<file path="src/rtl/psg_bus_writer.sv">
// psg_bus_writer: serializes register write requests into strobed PSG latch/data bytes, skipping redundant tone high bytes
module psg_bus_writer #(
  parameter int WE_CYCLES  = 2,
  parameter int GAP_CYCLES = 1
) (
  input  logic       clk,
  input  logic       rst_n,
  input  logic       req_valid,
  output logic       req_ready,
  input  logic [2:0] req_reg,
  input  logic [9:0] req_value,
  input  logic       flush_shadow,
  output logic [7:0] psg_data,
  output logic       psg_we_n,
  output logic       busy
);
  localparam int MAXC = (WE_CYCLES > GAP_CYCLES) ? WE_CYCLES : GAP_CYCLES;
  localparam int CW   = $clog2(MAXC + 1);
  typedef enum logic [1:0] {IDLE, SETUP, STROBE, GAP} state_t;
  state_t          r_state, w_next;
  logic [CW-1:0]   r_cnt;
  logic [7:0]      r_data;
  logic [5:0]      r_hi;
  logic            r_h_pend;
  logic [1:0]      r_ch;
  logic [2:0][5:0] r_sh;
  logic [2:0]      r_sh_v;
  logic            w_accept, w_tone, w_hit, w_last, w_load_h, w_sh_v;
  logic [1:0]      w_ch;
  logic [5:0]      w_sh;
  logic [7:0]      w_latch;
  assign w_accept = req_valid && req_ready;
  assign w_tone   = !req_reg[0] && req_reg != 3'b110;
  assign w_ch     = req_reg[2:1];
  assign w_sh     = (w_ch == 2'd0) ? r_sh[0] : (w_ch == 2'd1) ? r_sh[1] : r_sh[2];
  assign w_sh_v   = (w_ch == 2'd0) ? r_sh_v[0] : (w_ch == 2'd1) ? r_sh_v[1] : r_sh_v[2];
  // a flush in the accept cycle must force the high byte out
  assign w_hit    = w_sh_v && w_sh == req_value[9:4] && !flush_shadow;
  assign w_latch  = (req_reg == 3'b110) ? {5'b11100, req_value[2:0]} : {1'b1, req_reg, req_value[3:0]};
  assign w_last   = (r_state == STROBE && r_cnt == '0 && GAP_CYCLES == 0) || (r_state == GAP && r_cnt == '0);
  assign w_load_h = w_last && r_h_pend;
  always_ff @(posedge clk) begin
    if (!rst_n) r_state <= IDLE;
    else        r_state <= w_next;
  end
  always_comb begin
    w_next = (r_state == IDLE)  ? (w_accept ? SETUP : IDLE) :
             (r_state == SETUP) ? STROBE :
             w_last             ? (r_h_pend ? SETUP : IDLE) :
             (r_state == STROBE && r_cnt == '0) ? GAP : r_state;
  end
  always_comb begin
    psg_we_n  = r_state != STROBE;
    psg_data  = r_data;
    busy      = r_state != IDLE;
    req_ready = r_state == IDLE && rst_n;
  end
  always_ff @(posedge clk) begin
    if (!rst_n)
      r_cnt <= '0;
    else if (w_next != r_state)
      r_cnt <= (w_next == STROBE) ? CW'(WE_CYCLES - 1) :
               (w_next == GAP)    ? CW'((GAP_CYCLES > 0) ? GAP_CYCLES - 1 : 0) : '0;
    else if (r_cnt != '0)
      r_cnt <= r_cnt - 1'b1;
  end
  always_ff @(posedge clk) begin
    if (!rst_n) begin
      r_data   <= '0;
      r_hi     <= '0;
      r_h_pend <= 1'b0;
      r_ch     <= '0;
      r_sh     <= '0;
      r_sh_v   <= '0;
    end else begin
      if (w_accept) begin
        r_data   <= w_latch;
        r_hi     <= req_value[9:4];
        r_h_pend <= w_tone && !w_hit;
        r_ch     <= w_ch;
      end else if (w_load_h) begin
        r_data   <= {2'b00, r_hi};
        r_h_pend <= 1'b0;
      end
      for (int c = 0; c < 3; c++)
        if (w_load_h && r_ch == c[1:0]) begin
          r_sh[c]   <= r_hi;
          r_sh_v[c] <= 1'b1;
        end
      if (flush_shadow) r_sh_v <= '0;
    end
  end
endmodule

</file>
<file path="config.mk">
export PLATFORM = sky130hd
export DESIGN_NAME = psg_bus_writer
export DESIGN_NICKNAME = d
export VERILOG_FILES = /design/src/rtl/psg_bus_writer.sv
export SDC_FILE = /design/constraint.sdc
export NUM_CORES = 1
export LEC_CHECK = 0
export BUFFER_PORTS_ARGS = -buffer_cell sky130_fd_sc_hd__buf_2
export CORE_MARGIN = 5
export CORE_UTILIZATION = 25
export DETAILED_ROUTE_END_ITERATION = 8
export GPL_ROUTABILITY_DRIVEN = 1
export SETUP_SLACK_MARGIN = 0.02
export SLEW_MARGIN = 20
export SYNTH_ARGS = -nofsm -noshare
export SYNTH_HDL_FRONTEND = slang
export SYNTH_SLANG_ARGS = --single-unit
</file>
<file path="constraint.sdc">
create_clock -name clk -period 2.3 [get_ports clk]
set_input_delay 0.23 -clock clk [delete_from_list [all_inputs] [get_ports clk]]
set_output_delay 0.23 -clock clk [all_outputs]
set_load 0.02 [all_outputs]
</file>
==> reports/qor.yml, run 1 <==
outcome: "finished, final reports clean"
synthCells: 203
cts_resized: 0
grt_use_total_pct: 9.87
setup_viol_count_final: 0
initial_utilization_pct: 25.9
clockBufferDepth: 2
p_comb_share_pct: 11.6
final_layout_size_suffix_gt1_share_pct: 20.7
drv_cap: 0
clock.fmax_mhz: 538
worst-setup-path-type: "reg -> reg"
path_buf_inv: 2
crit_slowest_cell: "nand4_1"
postPlaceCellArea_mm2: 0.00214
num_rows: 31
place.gp.congestion: 0.717
antenna_found_initial: 0
peakVddDrop_uv: 332
postRouteAntennaNets: 0
num_antenna_cells: 0
p_int_mw: 1.29
grt_max_degree: 24
synth_area_mm2: 0.00189
core-area_mm2: 0.00729
die_h_um: 97.0
worstSetupStartpointType: "flop"
grt_pass1_vias: 1509
p_leak_nw: 0.877
finalWirelength_um: 4540
power_density_mw_per_mm2: 746
port_buffers: 27
fin_setup_tns_ns: 0
synth_edf_count: 0
pwr-share-clk_pct: 42.5
critPathMaxStageDelay_ns: 0.34
rsz0062_at_grt: "false"
cp_data_required_time_ns: 2.48
overflow: 0
synth_cell_types: 33
seq_power_share_pct: 45.9
period_share_pct: 80.8
area_growth_pct: 20.6
hp-class: "in -> reg"
cts_tree: "done"
ios: 28
worst_skew_pair.late_latency_ns: 0.30
synth-seq-cells: 42
seqCellArea_um2: 841
syn_avg_cell_area_um2: 9.32
synth_async_sr_flop_share_pct: 0
fin_nets: 249
synth_area_leaders: "dfxtp_1 44%, mux2i_1 15%, nand2_1 5.4%"
worstPathCellList: "inv_1, ha_1, nand4_1, nor3b_1, buf_4, mux2i_1, nor2_1"
critical_path.top_delay_family: "simple AND/OR/NAND/NOR gates"
max_slew.worst_pin.slew_ns: 0.510
syn_nets: 221
sw_frac_of_total_pct: 24.0
cts.sinks: 42
clock_skew_ns: 0.00969
vias: 1484
crit_fanout: 7
dr.first_iter.drc_count: 78
design_area_mm2: 0.00228
viasPerCell: 4.48
post_cts_buffers: 0
synth_top_area_cell: "dfxtp_1"
wl_per_cell_um: 13.7
cts_inserted_buffers: 5
grt_pass1_wl_um: 7590
dpl.hpwl_um: 3190
nFillCells: 794
multiInputGateArea_um2: 976
synth_most_common_cell: "dfxtp_1"
cp-end-kind: "flop"
cts_hold_buf: 0
final_max_slew_viol_count: 0
ys_seq_area_share_pct: 44.4
min_period_ns: 1.86
drtPass1Iterations: 4
hold_viol_final: 0
die_width_um: 97.0
netlist_top_cells_count: "42 x dfxtp_1, 29 x mux2i_1, 27 x nand2_1"
critical_path_arrival_ns: 2.04
ys.warnings.count: 0
relSlewSlack_pct: 65.7
synthFlopType: "dfxtp_1"
power.switching_uw: 408
clk_pin_slew_worst_paths_ns: 0.09
cts-root-buf: "clkbuf_8"
drc: 0
htreeDepth: 2
netlist.area_leader.share_pct: 44.4
die_area_mm2: 0.00941
==> worst paths after layout <==
path,endpoint,depth (start not counted),start,slack (ns)
worst max-delay path,r_sh[13]$_SDFFE_PN0P_,7,r_cnt[0]$_SDFFE_PN0P_,0.44
worst min-delay path,r_hi[4]$_SDFFE_PN0N_,3,req_value[8],0.18
worst max register to register,r_sh[13]$_SDFFE_PN0P_,7,r_cnt[0]$_SDFFE_PN0P_,0.44
worst min register to register,psg_data[7]$_SDFFE_PN0P_,2,psg_data[7]$_SDFFE_PN0P_,0.46
==> metrics by stage <==
stage                     util [%]  cells  power (mW)  worst slack, ns  hold slack [ns]
final                         31.3    331        1.70            0.441            0.177
after global routing          31.3    331        1.77            0.254            0.189
after CTS                     31.3    331        1.72            0.438            0.174
after detailed placement      29.3    323       0.998            0.458            0.450
after global placement        29.3    323       0.995            0.511            0.446
after floorplan                  -    203       0.926            0.410            0.366
==> flip-flops by register name, indices dropped and copies added (netlist names) <==
| name | cells |
|---|---|
| psg_data | 8 |
| r_cnt | 2 |
| r_sh_v | 3 |
| r_state | 2 |
| r_ch | 2 |
| r_hi | 6 |
| r_h_pend | 1 |
| r_sh | 18 |
==> cell usage in the layout (no fill, tap or decap), drive strengths merged <==
cell type / Yosys / final
inv: 5 / 5
nor2: 10 / 10
a21oi: 11 / 11
bufinv: 0 / 2
a211oi: 4 / 4
nand4: 1 / 1
a31oi: 2 / 2
clkbuf: 7 / 6
o21ai: 9 / 9
nor4: 2 / 2
nand2b: 1 / 1
dfxtp: 42 / 42
o21a: 3 / 3
nor3b: 4 / 4
xor2: 5 / 5
nor3: 3 / 3
ha: 1 / 1
o221ai: 1 / 1
xnor2: 1 / 1
a2111oi: 1 / 1
or3: 1 / 1
and3: 2 / 2
and2: 1 / 1
o211ai: 2 / 2
buf: 5 / 33
mux2i: 29 / 29
mux2: 3 / 3
a21boi: 2 / 2
nor2b: 14 / 14
or2: 1 / 1
nand2: 27 / 27
nand3: 3 / 3
==> power by group through the flow <==
| stage | sequential, mW | combinational [mW] | clock, mW |
|---|---|---|---|
| 2_1_floorplan | 0.801 | 0.125 | 0 |
| 6_report | 0.782 | 0.197 | 0.723 |
| 5_1_grt | 0.787 | 0.220 | 0.763 |
| 3_5_place_dp | 0.799 | 0.199 | 0 |
| 4_1_cts | 0.782 | 0.200 | 0.736 |
| 3_3_place_gp | 0.799 | 0.196 | 0 |
==> tightest hold or removal path, stage by stage <==
cell and delay [ns]:
buf_2 0.11, nand2_1 0.05, a21oi_1 0.05
==> layout make-up <==
cell class / instances / area share (%)
multi-input combinational: 144 / 42.8
inverter: 5 / 0.822
clock buffer: 6 / 3.62
sequential: 42 / 36.8
clock inverter: 2 / 2.63
timing repair buffer: 33 / 7.89
tap: 99 / 5.43
==> layer usage <==
metal	vias to the layer above	share of wire, %	track usage [%]
met1	699	50	13.3
li1	756	-	-
met5	-	0	0
met2	25	46	16.1
met3	4	3.8	2.66
met4	0	0.75	1.62
==> cell families (layout without fill, tap and decap cells) <==
family	after synthesis	in the layout	synth area share, %
buffers and inverters	17	46	3.97
flip-flops	42	42	44.4
XOR/XNOR	6	6	2.78
multiplexers	32	32	17.1
AND/OR/NAND/NOR	70	70	19.4
adder cells (fa/ha/maj)	1	1	0.661
AO/OA/AOI/OAI	35	35	11.6
No activity file was read; power rests on OpenSTA's default activity.
==> inputs of run 2 (changes only) <==
--- a/config.mk
+++ b/config.mk
@@ -5,6 +5,7 @@
 export SDC_FILE = /design/constraint.sdc
 export NUM_CORES = 1
 export LEC_CHECK = 0
+export ABC_AREA = 1
 export BUFFER_PORTS_ARGS = -buffer_cell sky130_fd_sc_hd__buf_2
 export CORE_MARGIN = 5
 export CORE_UTILIZATION = 25
==> constraint.sdc (replaced) <==
create_clock -name clk -period 1.6 [get_ports clk]
set_input_delay 0.16 -clock clk [delete_from_list [all_inputs] [get_ports clk]]
set_output_delay 0.16 -clock clk [all_outputs]
set_load 0.02 [all_outputs]
==> run 2 against run 1 <==
First-iteration DRC count increased by 67%. Largest cell class unchanged. Highest routed layer unchanged. Critical endpoint is now r_sh[5]$_SDFFE_PN0P_. Sequential power grew 47%. Global-route usage grew 1.1 points. Combinational power rose to 2.7 times the previous value. Critical path type unchanged. Register-to-register slack got worse by 0.35 ns. Critical path depth grew 2. Synthesized cell count is 32% higher. Cell area increased by 4.3%. Utilization about the same. Wire length grew 10%.
==> reports/qor.yml, run 2 <==
layout_common_cells: "62 x nand2_1, 44 x nor2_1, 38 x dfxtp_1"
rsz0062_at_grt: "true"
final_max_slew_viol_count: 0  # unchanged
utilization_pct: 31.3  # about the same
top_usage_layer: "met2"
worst-setup-path-type: "reg -> reg"
place.gp.congestion: 0.840  # +17%
synth_compound_area_share_pct: 12.2  # +0.67 points
drc: 0  # unchanged
cts_inserted_buffers: 5  # unchanged
clock.fmax_mhz: 664  # +23%
whs_ns: 0.130  # -0.0468 ns
critPathMaxStageDelay_ns: 0.33  # about the same
met1_usage_pct: 14.9  # +1.6 points
clockBufferDepth: 2  # unchanged
synthCells: 268  # +32%
crit_fanout: 6  # -1
area_growth_pct: 23.9
dp_slack_ns: 0.0465  # -0.412 ns
initial_utilization_pct: 25.2  # -0.70 points
synth_edf_count: 0  # unchanged
clk_pin_slew_worst_paths_ns: 0.08  # about the same
die_h_um: 97.7  # +0.68%
postPlaceCellArea_mm2: 0.00220  # +2.6%
fin_nets: 325  # +31%
regMostFlops: "r_sh"
period_share_pct: 94.2  # +13 points
r2r_slack_ns: 0.09  # -0.35 ns
power_density_mw_per_mm2: 1060  # +42%
peakVddDrop_uv: 291  # -12%
seqCellArea_um2: 846  # +0.60%
worstSetupStartpointType: "flop"
final_layout_size_suffix_gt1_share_pct: 26.0  # +5.3 points
die_area_mm2: 0.00954  # +1.4%
design_area_mm2: 0.00238  # +4.3%
cts_hold_buf: 0  # unchanged
relSlewSlack_pct: 79.2  # +14 points
overflow: 0  # unchanged
max_slew.worst_pin.slew_ns: 0.312  # -0.198 ns
dpl.hpwl_um: 3770  # +18%
drtPass1Iterations: 4  # unchanged
finalWirelength_um: 5000  # +10%
synth-simple-area-share_pct: 36.2  # +17 points
synthFlopType: "dfxtp_1"
clock_skew_ns: 0.00834  # -0.00135 ns
worst_skew_pair.late_latency_ns: 0.29  # about the same
num_antenna_cells: 0  # unchanged
dr.first_iter.drc_count: 130  # +67%
synth-seq-cells: 42  # unchanged
cts-root-buf: "clkbuf_8"
use_met2_pct: 17.4  # +1.3 points
grt_pass1_vias: 1779  # +18%
synth_cell_types: 33  # unchanged
synth_top_family_by_area: "simple AND/OR/NAND/NOR gates"
netlist.area_leader.share_pct: 43.8  # -0.67 points
cp_data_required_time_ns: 1.78  # -0.70 ns
crit_slowest_cell: "dfxtp_2"
worstPathCellList: "inv_2, ha_4, inv_4, nor2_4, nand2_4, nor3_4, inv_2, nor2_1, nor2_1"
setup_viol_count_final: 0  # unchanged
hold_viol_final: 0  # unchanged
htreeDepth: 2  # unchanged
synth_async_sr_flop_share_pct: 0  # unchanged
grt_use_total_pct: 11.0  # +1.1 points
path_buf_inv: 3  # +1
finalWorstSetupSlack_ns: 0.0930  # -0.348 ns
syn_avg_cell_area_um2: 7.17  # -23%
synth_most_common_cell: "nand2_1"
muxShareOfSynthArea_pct: 0  # -17 points
largest_register_ffs: 18  # unchanged
cts.sinks: 42  # unchanged
p_leak_nw: 1.05  # +20%
min_period_ns: 1.51  # -0.352 ns
postRouteAntennaNets: 0  # unchanged
multiInputGateArea_um2: 968  # -0.77%
ios: 28  # unchanged
cp-end-kind: "flop"
nFillCells: 858  # +8.1%
synth_area_leaders: "dfxtp_1 44%, nand2_1 12%, nor2_1 9.6%"
netlist_top_cells_count: "62 x nand2_1, 49 x nor2_1, 42 x dfxtp_1"
met3_usage_pct: 2.80  # +0.14 points
syn_nets: 286  # +29%
synth_area_mm2: 0.00192  # +1.5%
port_buffers: 27  # unchanged
ys_seq_area_share_pct: 43.8  # -0.67 points
num_rows: 32  # +3.2%
viasPerCell: 4.46  # -0.50%
hp-class: "in -> reg"
grt_max_degree: 24  # unchanged
ys.warnings.count: 0  # unchanged
antenna_found_initial: 0  # unchanged
core-area_mm2: 0.00761  # +4.3%
synth_top_area_cell: "dfxtp_1"
synthXorXnorAreaFrac_pct: 0  # -2.8 points
critical_path.top_delay_family: "simple AND/OR/NAND/NOR gates"
vias: 1829  # +23%
synthAdderAreaFrac_pct: 0.651  # -0.0099 points
outcome: "finished, final reports clean"
die_width_um: 97.7  # +0.68%
drv_cap: 0  # unchanged
grt_pass1_wl_um: 8560  # +13%
wl_per_cell_um: 12.2  # -11%
critical_path_arrival_ns: 1.69  # -0.35 ns
cts_tree: "done"
final_common_cell: "nand2_1"
## run 2: worst paths after layout
kind / start / to / depth (start not counted)
setup / recovery: r_cnt[0]$_SDFFE_PN0P_ / r_sh[5]$_SDFFE_PN0P_ / 9
setup reg to reg: r_cnt[0]$_SDFFE_PN0P_ / r_sh[5]$_SDFFE_PN0P_ / 9
hold / removal: req_value[2] / psg_data[2]$_SDFFE_PN0P_ / 3
hold reg to reg: psg_data[6]$_SDFFE_PN0P_ / psg_data[6]$_SDFFE_PN0P_ / 2
## run 2: layer usage
metal  vias up  wire [um]
met5         -          0
met4         0         46
met3         5        168
met2        28       2340
met1       842       2450
li1        954          -
## run 2: repair_timing
| item | CTS | global route |
|---|---|---|
| gates resized for setup | 0 | 16 |
| setup buffers | 0 | 5 |
| endpoints found under the hold margin | 0 | 0 |
| setup endpoints to repair | 0 | 26 |
## run 2: cell families after synthesis
group / Yosys count
buffers and inverters: 31
AND/OR/NAND/NOR: 151
adder cells (fa/ha/maj): 1
flip-flops: 42
AO/OA/AOI/OAI: 43
## run 2: final cells by class
cell class	count	area share, %
multi-input cells	195	40.7
flip-flops and latches	42	35.5
repair buffers	39	9.62
well taps	102	5.36
inverters	24	4.15
clock buffers	6	3.05
clock inverters	2	1.58
## run 2: worst min-delay path: stages
cell,delay [ns]
buf_2,0.09
nand2_1,0.05
a31oi_1,0.07
## run 2: power by group
group | switching (mW) | internal [mW]
clock | 0.371 | 0.466
sequential | 0.0484 | 1.10
combinational | 0.302 | 0.238
## run 2: through the flow
step | total power, mW | std cells | setup TNS [ns]
global route | 2.66 | 410 | -0.223
floorplan | 1.45 | 268 | 0
detailed placement | 1.59 | 397 | 0
finish | 2.53 | 410 | 0
global placement | 1.58 | 397 | 0
CTS | 2.42 | 405 | 0
